## src/rtl/add_serial_unsigned.sv

```systemverilog
// add_serial_unsigned: digit-serial unsigned adder.
//   Produces result = (A + B) mod 2^WIDTH and a carry-out flag, consuming DIGIT
//   bits of each operand per clock, with valid/ready handshakes on both sides.
// Optional build macro: ADD_SERIAL_SAT_EN
//   When defined, a result whose true sum overflows WIDTH is clamped to all-ones
//   on entry to DONE (carry still reads 1). Latency and handshakes are unchanged.
module add_serial_unsigned #(
  parameter int WIDTH = 8,
  parameter int DIGIT = 2
) (
  input  logic             clk,
  input  logic             rst,
  input  logic             in_valid,
  output logic             in_ready,
  input  logic [WIDTH-1:0] A,
  input  logic [WIDTH-1:0] B,
  output logic             out_valid,
  input  logic             out_ready,
  output logic [WIDTH-1:0] result,
  output logic             carry
);

  // Number of digit iterations per operation and the counter that tracks them.
  localparam int N     = WIDTH / DIGIT;
  localparam int CNT_W = (N > 1) ? $clog2(N) : 1;
  localparam logic [CNT_W-1:0] CNT_LAST = CNT_W'(N - 1);

  // Refuse to elaborate when the operand does not split into whole digits.
  if ((DIGIT < 1) || (DIGIT > WIDTH) || ((WIDTH % DIGIT) != 0)) begin : gBadDigit
    $error("add_serial_unsigned: WIDTH must be a non-zero multiple of DIGIT");
  end

  typedef enum logic [1:0] {
    ST_IDLE,
    ST_RUN,
    ST_DONE
  } state_e;

  state_e state_q, state_d;

  // Operand shift registers: the low DIGIT bits are the digit being added.
  logic [WIDTH-1:0] aSh_q;
  logic [WIDTH-1:0] bSh_q;
  // Partial sum fills from the MS end so it is in place after N digits.
  logic [WIDTH-1:0] resSh_q;
  logic             carryReg_q;
  logic [CNT_W-1:0] cnt_q;

  // Architectural outputs, only refreshed on entry to DONE.
  logic [WIDTH-1:0] result_q;
  logic             carryOut_q;

  // Per-digit arithmetic and helpers.
  logic [DIGIT:0]       digitSum;
  logic [WIDTH+DIGIT-1:0] resShWide;
  logic [WIDTH-1:0]     resShNext;
  logic [WIDTH-1:0]     finalResult;
  logic                 lastIter;

  // One digit of the addition: two DIGIT-bit slices plus the running carry.
  always_comb begin
    digitSum = {1'b0, aSh_q[DIGIT-1:0]}
             + {1'b0, bSh_q[DIGIT-1:0]}
             + {{DIGIT{1'b0}}, carryReg_q};
  end

  // Insert the new sum digit at the top of the partial result; written as a
  // wide shift so that DIGIT == WIDTH needs no special-case slice.
  always_comb begin
    resShWide = {digitSum[DIGIT-1:0], resSh_q} >> DIGIT;
    resShNext = resShWide[WIDTH-1:0];
  end

  assign lastIter = (state_q == ST_RUN) && (cnt_q == CNT_LAST);

`ifdef ADD_SERIAL_SAT_EN
  // Clamp to all-ones when the final digit produces a carry out of WIDTH.
  always_comb begin
    finalResult = resShNext;
    if (digitSum[DIGIT]) begin
      finalResult = {WIDTH{1'b1}};
    end
  end
`else
  // Plain modulo-2^WIDTH result: the final shifted partial sum.
  always_comb begin
    finalResult = resShNext;
  end
`endif

  // State register; reset lands in IDLE so in_ready is high during reset.
  always_ff @(posedge clk or posedge rst) begin
    if (rst) begin
      state_q <= ST_IDLE;
    end else begin
      state_q <= state_d;
    end
  end

  // Next-state logic: accept in IDLE, iterate N digits in RUN, hold in DONE.
  always_comb begin
    state_d = state_q;
    unique case (state_q)
      ST_IDLE: begin
        if (in_valid) begin
          state_d = ST_RUN;
        end
      end
      ST_RUN: begin
        if (cnt_q == CNT_LAST) begin
          state_d = ST_DONE;
        end
      end
      ST_DONE: begin
        if (out_ready) begin
          state_d = ST_IDLE;
        end
      end
      default: begin
        state_d = ST_IDLE;
      end
    endcase
  end

  // Handshake outputs decoded purely from the state.
  always_comb begin
    in_ready  = (state_q == ST_IDLE);
    out_valid = (state_q == ST_DONE);
  end

  // Operand capture and the serial add datapath.
  always_ff @(posedge clk or posedge rst) begin
    if (rst) begin
      aSh_q      <= '0;
      bSh_q      <= '0;
      resSh_q    <= '0;
      carryReg_q <= 1'b0;
      cnt_q      <= '0;
    end else begin
      unique case (state_q)
        ST_IDLE: begin
          if (in_valid) begin
            aSh_q      <= A;
            bSh_q      <= B;
            resSh_q    <= '0;
            carryReg_q <= 1'b0;
            cnt_q      <= '0;
          end
        end
        ST_RUN: begin
          aSh_q      <= aSh_q >> DIGIT;
          bSh_q      <= bSh_q >> DIGIT;
          resSh_q    <= resShNext;
          carryReg_q <= digitSum[DIGIT];
          cnt_q      <= cnt_q + CNT_W'(1);
        end
        default: begin
          cnt_q <= cnt_q;
        end
      endcase
    end
  end

  // Result/carry are loaded on the RUN->DONE edge and held until the next one.
  always_ff @(posedge clk or posedge rst) begin
    if (rst) begin
      result_q   <= '0;
      carryOut_q <= 1'b0;
    end else if (lastIter) begin
      result_q   <= finalResult;
      carryOut_q <= digitSum[DIGIT];
    end
  end

  assign result = result_q;
  assign carry  = carryOut_q;

endmodule

```

## config.mk

```make
export PLATFORM = sky130hd
export DESIGN_NAME = add_serial_unsigned
export DESIGN_NICKNAME = d
export VERILOG_FILES = /design/src/rtl/add_serial_unsigned.sv
export SDC_FILE = /design/constraint.sdc
export NUM_CORES = 1
export LEC_CHECK = 0
export CORE_ASPECT_RATIO = 1.2
export CORE_UTILIZATION = 46
export DETAILED_ROUTE_END_ITERATION = 8
export PLACE_DENSITY = 0.77
export SLEW_MARGIN = 20
export SYNTH_ARGS = -nofsm -noshare
export SYNTH_HDL_FRONTEND = slang
export SYNTH_SLANG_ARGS = --single-unit
```

## constraint.sdc

```tcl
create_clock -name clk -period 1.55 [get_ports clk]
set_input_delay 0.155 -clock clk [delete_from_list [all_inputs] [get_ports clk]]
set_output_delay 0.155 -clock clk [all_outputs]
set_load 0.03 [all_outputs]
```

# Word level (Yosys, flattened, before mapping)
# Index checks and enable logic that the tools add are counted.
dict set report totals {
  ff_bits 38
  input_bits 20
  output_inout_bits 11
  wordCells 36
}
dict set report classes {
  n_addsub 3
  eq_ne 6
  mux 14
  reduce_logical 5
}
# op count
set ops {}
lappend ops {{case mux 8 bit (2 select lines)} 3}
lappend ops {{two-way mux 8 bit} 3}
lappend ops {{two-way mux 2 bit} 4}
lappend ops {{case mux 2 bit (3 select lines)} 1}
lappend ops {{equality test 2 bit (second input constant)} 2}
lappend ops {{!= test 2 x 1 -> 1 bit (second input constant)} 2}
lappend ops {{case mux 2 bit (2 select lines)} 1}
lappend ops {{adder 2 x 2 -> 3 bit} 1}
lappend ops {{adder 3 x 1 -> 3 bit} 1}
lappend ops {{AND reduction 3 bit} 1}
lappend ops {{adder 2 x 1 -> 2 bit (second input constant)} 1}
lappend ops {{equality test 2 x 1 -> 1 bit (second input constant)} 1}
lappend ops {{logical NOT 2 bit} 1}
lappend ops {{!= test 2 bit (second input constant)} 1}
lappend ops {{case mux 1 bit (2 select lines)} 1}
lappend ops {{AND reduction 2 bit} 1}
lappend ops {{nonzero test 2 bit} 1}
lappend ops {{logical AND 1 bit} 1}
lappend ops {{two-way mux 1 bit} 1}

# Depth between registers and ports, before layout
dict set report depth {
  word_depth 3
  mapped_depth 5
  depth_no_buf 4
}

# Least setup slack after synthesis
# OpenSTA, ideal clock, no wires.
dict set report synth_timing {
  path_kind {register -> register}
  from {register aSh_q[0]}
  to {register resSh_q[7]}
  setup_ps 126
  arrival_time_ps 1378
  slack_ps 45
  stages_incl_launch_ff 5
  path_buffers 0
  synth_period_minus_slack_ps 1505
  cell_sequence {dfrtp_1 -> inv_1 -> fa_1 -> fa_1 -> o21ai_0}
}
dict set report synth_via {
  elab_chain_cells 3
}
# element line_no
set synth_rtl {}
lappend synth_rtl {{from (decl)} 42} ;# logic [WIDTH-1:0] aSh_q;
lappend synth_rtl {{from (signal assigned)} 151} ;# aSh_q <= aSh_q >> DIGIT;
lappend synth_rtl {{adder 2 x 2 -> 3 bit} 63} ;# + {1'b0, bSh_q[DIGIT-1:0]}
lappend synth_rtl {{adder 3 x 1 -> 3 bit} 64} ;# + {{DIGIT{1'b0}}, carryReg_q};
lappend synth_rtl {{case mux 8 bit (2 select lines)} 140} ;# unique case (state_q)
lappend synth_rtl {{to (signal assigned)} 153} ;# resSh_q <= resShNext;
lappend synth_rtl {{to (decl)} 45} ;# logic [WIDTH-1:0] resSh_q;
# No other way between the ends.
# A chain may end at the register's enable or synchronous reset.

# Worst setup path after layout
dict set report layout_timing {
  from {register carryReg_q}
  to {register result_q[7], in the netlist result[7]}
}
dict set report layout_via {
  elab_chain_cells 1
}
# element line_no
set layout_rtl {}
lappend layout_rtl {{from (decl)} 46} ;# logic carryReg_q;
lappend layout_rtl {{from (signal assigned)} 154} ;# carryReg_q <= digitSum[DIGIT];
lappend layout_rtl {{adder 3 x 1 -> 3 bit} 64}
lappend layout_rtl {{to (signal assigned)} 170} ;# result_q <= finalResult;
lappend layout_rtl {{to (decl)} 50} ;# logic [WIDTH-1:0] result_q;
# No other way between the ends.

==> out/results.txt <==
DRC errors left: 0
Cell Rows: 23
CTS max path bufs: 2
WL final: 3320 um
Latest clock arrival within the worst-skew pair: 0.29 ns
Post-synth top area cell: dfrtp_1
Post-synth top area share: 0.553
Clk slew on worst S/H paths: 0.07 ns
Slew @ Worst Pin: 0.453 ns
Largest net degree at the start of global routing: 37
Global Route Usage Sum: 0.202
Fin. Hold Viols: 0
First-pass GRT wire length: 5660 um
CP endpoint kind: register
CP Max Fanout: 2
Worst Setup Path Type: reg -> reg
WP data required: 1.73 ns
Gpl congestion: 0.765
Hold-fix buffers, CTS: 0
Chip Height: 67.2 um
Worst path slowest cell: fa_1
Top FF cell, synth: dfrtp_1
ANT nets after route: 0
Vias in the first global route: 1286
Leak: 0.940 nW
DIE AREA: 3780 um^2
PortBufs: 30
CTS tree: yes
Antenna violations before repair: 0
Setup Viol. Count Final: 0
Min-Delay Path Class: in -> async
Synth Cell Area: 1630 um^2
Tcrit/Tclk final: 0.969
Filler Cells Inserted: 273
Placed instance count: 204
RR Startpoint: carryReg_q
CP bufs+invs: 1
FF+latch count, synth: 36
Drt wl/cell: 15.5 um
Hpwl dp: 2230 um
Total CTS buffers: 5
Post-synthesis sequential area ratio: 0.553
Status: finished clean
RSZ-0062 raised after global routing: false
Asr flop ratio synth: 1.00
Placed Area: 1940 um^2
Post-synth EDFFs: 0
Fin. max-slew vios: 0
Cells on worst reg2reg path: 4
# diodes: 0
Crit path max-delay family: adder cells
Ys Warns: 0
Non-Filler Instances: 215
Top Ports: 31
Crit-path cells: inv_2 -> fa_2 -> fa_1 -> o21ai_1
GRT overflow: 0
Final period demand of the worst path: 1.50 ns
Fraction of layout cells with a size suffix above 1: 0.197
Chip Width: 56.3 um
Core area: 3370 um^2
Vias per inst: 5.82
Synthesis-to-finish area growth: 28.6%
Area contributors post-synth: dfrtp_1 55%, o22ai_1 9.2%, a21oi_1 4.0%
NumNets Final: 200
Root buffer cell: clkbuf_8
CTS Sinks: 36
Syn_nets: 164
Startpoint Class: register
Final instance area: 2100 um^2
Average cell area after synthesis: 11.6 um^2
Max incr delay on CP: 0.51 ns
Max_cap viols: 0
Max_slew headroom: 0.698
Count leader, synth: dfrtp_1
Worst R2R Setup Slack: 0.05 ns
Detailed Route Iter0 Violations: 34
CTS HTree Levels: 2
Via count: 1251
Max IR drop VDD: 1.37 mV
Fmax: 666 MHz
WP data arrival: 1.68 ns
Reg2reg end: result[7]
Drt pass-1 iters: 4
Post-synth top cells: 36 x dfrtp_1, 24 x o22ai_1, 13 x a21oi_1, 12 x o21ai_0, 10 x nand2_1
Clk_skew: 0.00443 ns
PwrDens: 2250 nW/um^2
Initial Util: 0.484
Synthesized instance count: 141
Distinct cell type count after synthesis: 26
==> cells in the final DEF (no fill, tap or decap) <==
| cell type | n |
|---|---|
| o21ai_1 | 3 |
| clkinvlp_4 | 1 |
| nor2b_1 | 1 |
| a32o_1 | 1 |
| nand2b_4 | 1 |
| nor2_1 | 4 |
| bufinv_16 | 1 |
| mux2_4 | 3 |
| and2b_1 | 1 |
| inv_1 | 4 |
| buf_12 | 1 |
| fa_1 | 1 |
| a22o_1 | 5 |
| buf_4 | 10 |
| o22ai_1 | 24 |
| nand2b_1 | 1 |
| a21oi_1 | 13 |
| o21ai_0 | 10 |
| mux2_2 | 3 |
| nand2_1 | 10 |
| nor2_4 | 1 |
| o21bai_4 | 1 |
| nand3b_4 | 1 |
| dfrtp_1 | 35 |
| ha_1 | 1 |
| clkbuf_8 | 7 |
| o31ai_1 | 1 |
| inv_2 | 3 |
| fa_2 | 1 |
| dfrtp_2 | 1 |
| clkdlybuf4s50_1 | 28 |
==> how the worst max path moves through the flow <==
stage / cells past startpoint / startpoint / slack [ns] / to
4_1_cts: 4 / aSh_q[0] / 0.008 / resSh_q[7]
3_5_place_dp: 4 / aSh_q[0] / -0.01 / result[7]
6_report: 4 / carryReg_q / 0.05 / result[7]
5_1_grt: 4 / carryReg_q / 0.0002 / result[7]
3_3_place_gp: 4 / aSh_q[0] / 0.05 / result[7]
2_1_floorplan: 4 / aSh_q[0] / 0.05 / resSh_q[7]
==> worst min-delay path, stage by stage <==
cell and delay (ns):
clkdlybuf4s50_1 0.39, inv_1 0.05, buf_4 0.38
==> metrics by stage <==
step	setup TNS [ns]	hold slack, ns	total power [mW]	utilization	setup slack (ns)
after detailed placement	-0.0216	0.469	3.72	0.576	-0.0149
final	0	0.255	4.71	0.622	0.0479
after CTS	0	0.278	4.68	0.620	0.00849
after floorplan	0	0.241	3.12	-	0.0454
after global routing	0	0.307	5.03	0.622	0.000162
after global placement	0	0.465	3.61	0.576	0.0502
==> repair_timing <==
action                                 4_1_cts  5_1_grt
endpoints found under the hold margin        0        0
setup endpoints to repair                    3        4
pin swaps                                    1        3
buffers inserted                             2        1
gates resized for setup                      3        4
==> flip-flops by register name (all words and copies together), names as in the netlist <==
| register | count |
|---|---|
| resSh_q | 6 |
| state_q | 2 |
| cnt_q | 2 |
| carryReg_q | 1 |
| aSh_q | 8 |
| result | 8 |
| carry | 1 |
| bSh_q | 8 |
==> power by group <==
part / switching [mW] / leakage [nW] / internal [mW]
clock: 0.335 / 0.0645 / 0.567
combinational: 1.09 / 0.430 / 0.992
sequential: 0.340 / 0.445 / 1.38
==> final cells by class <==
type / count / area, um^2 / share of cell area
tap: 37 / 46.3 / 0.0221
inverter: 8 / 33.8 / 0.0161
multi-input combinational: 87 / 612 / 0.292
clock buffer: 7 / 96.3 / 0.0460
timing repair buffer: 39 / 375 / 0.179
clock inverter: 1 / 30.0 / 0.0143
sequential: 36 / 902 / 0.430
==> routing by layer <==
layer / part of all wire / track usage
met1: 0.41 / 0.213
met2: 0.51 / 0.375
met3: 0.055 / 0.0632
met4: 0.020 / 0.0823
met5: 0 / 0
==> cell families after synthesis <==
family | count (synthesis) | synth area share
AO/OA/AOI/OAI | 58 | 0.221
flip-flops | 36 | 0.553
AND/OR/NAND/NOR | 20 | 0.0722
buffers and inverters | 18 | 0.0730
multiplexers | 6 | 0.0484
adder cells (fa/ha/maj) | 3 | 0.0323
Note: power is estimated with default switching activity, not from simulation.
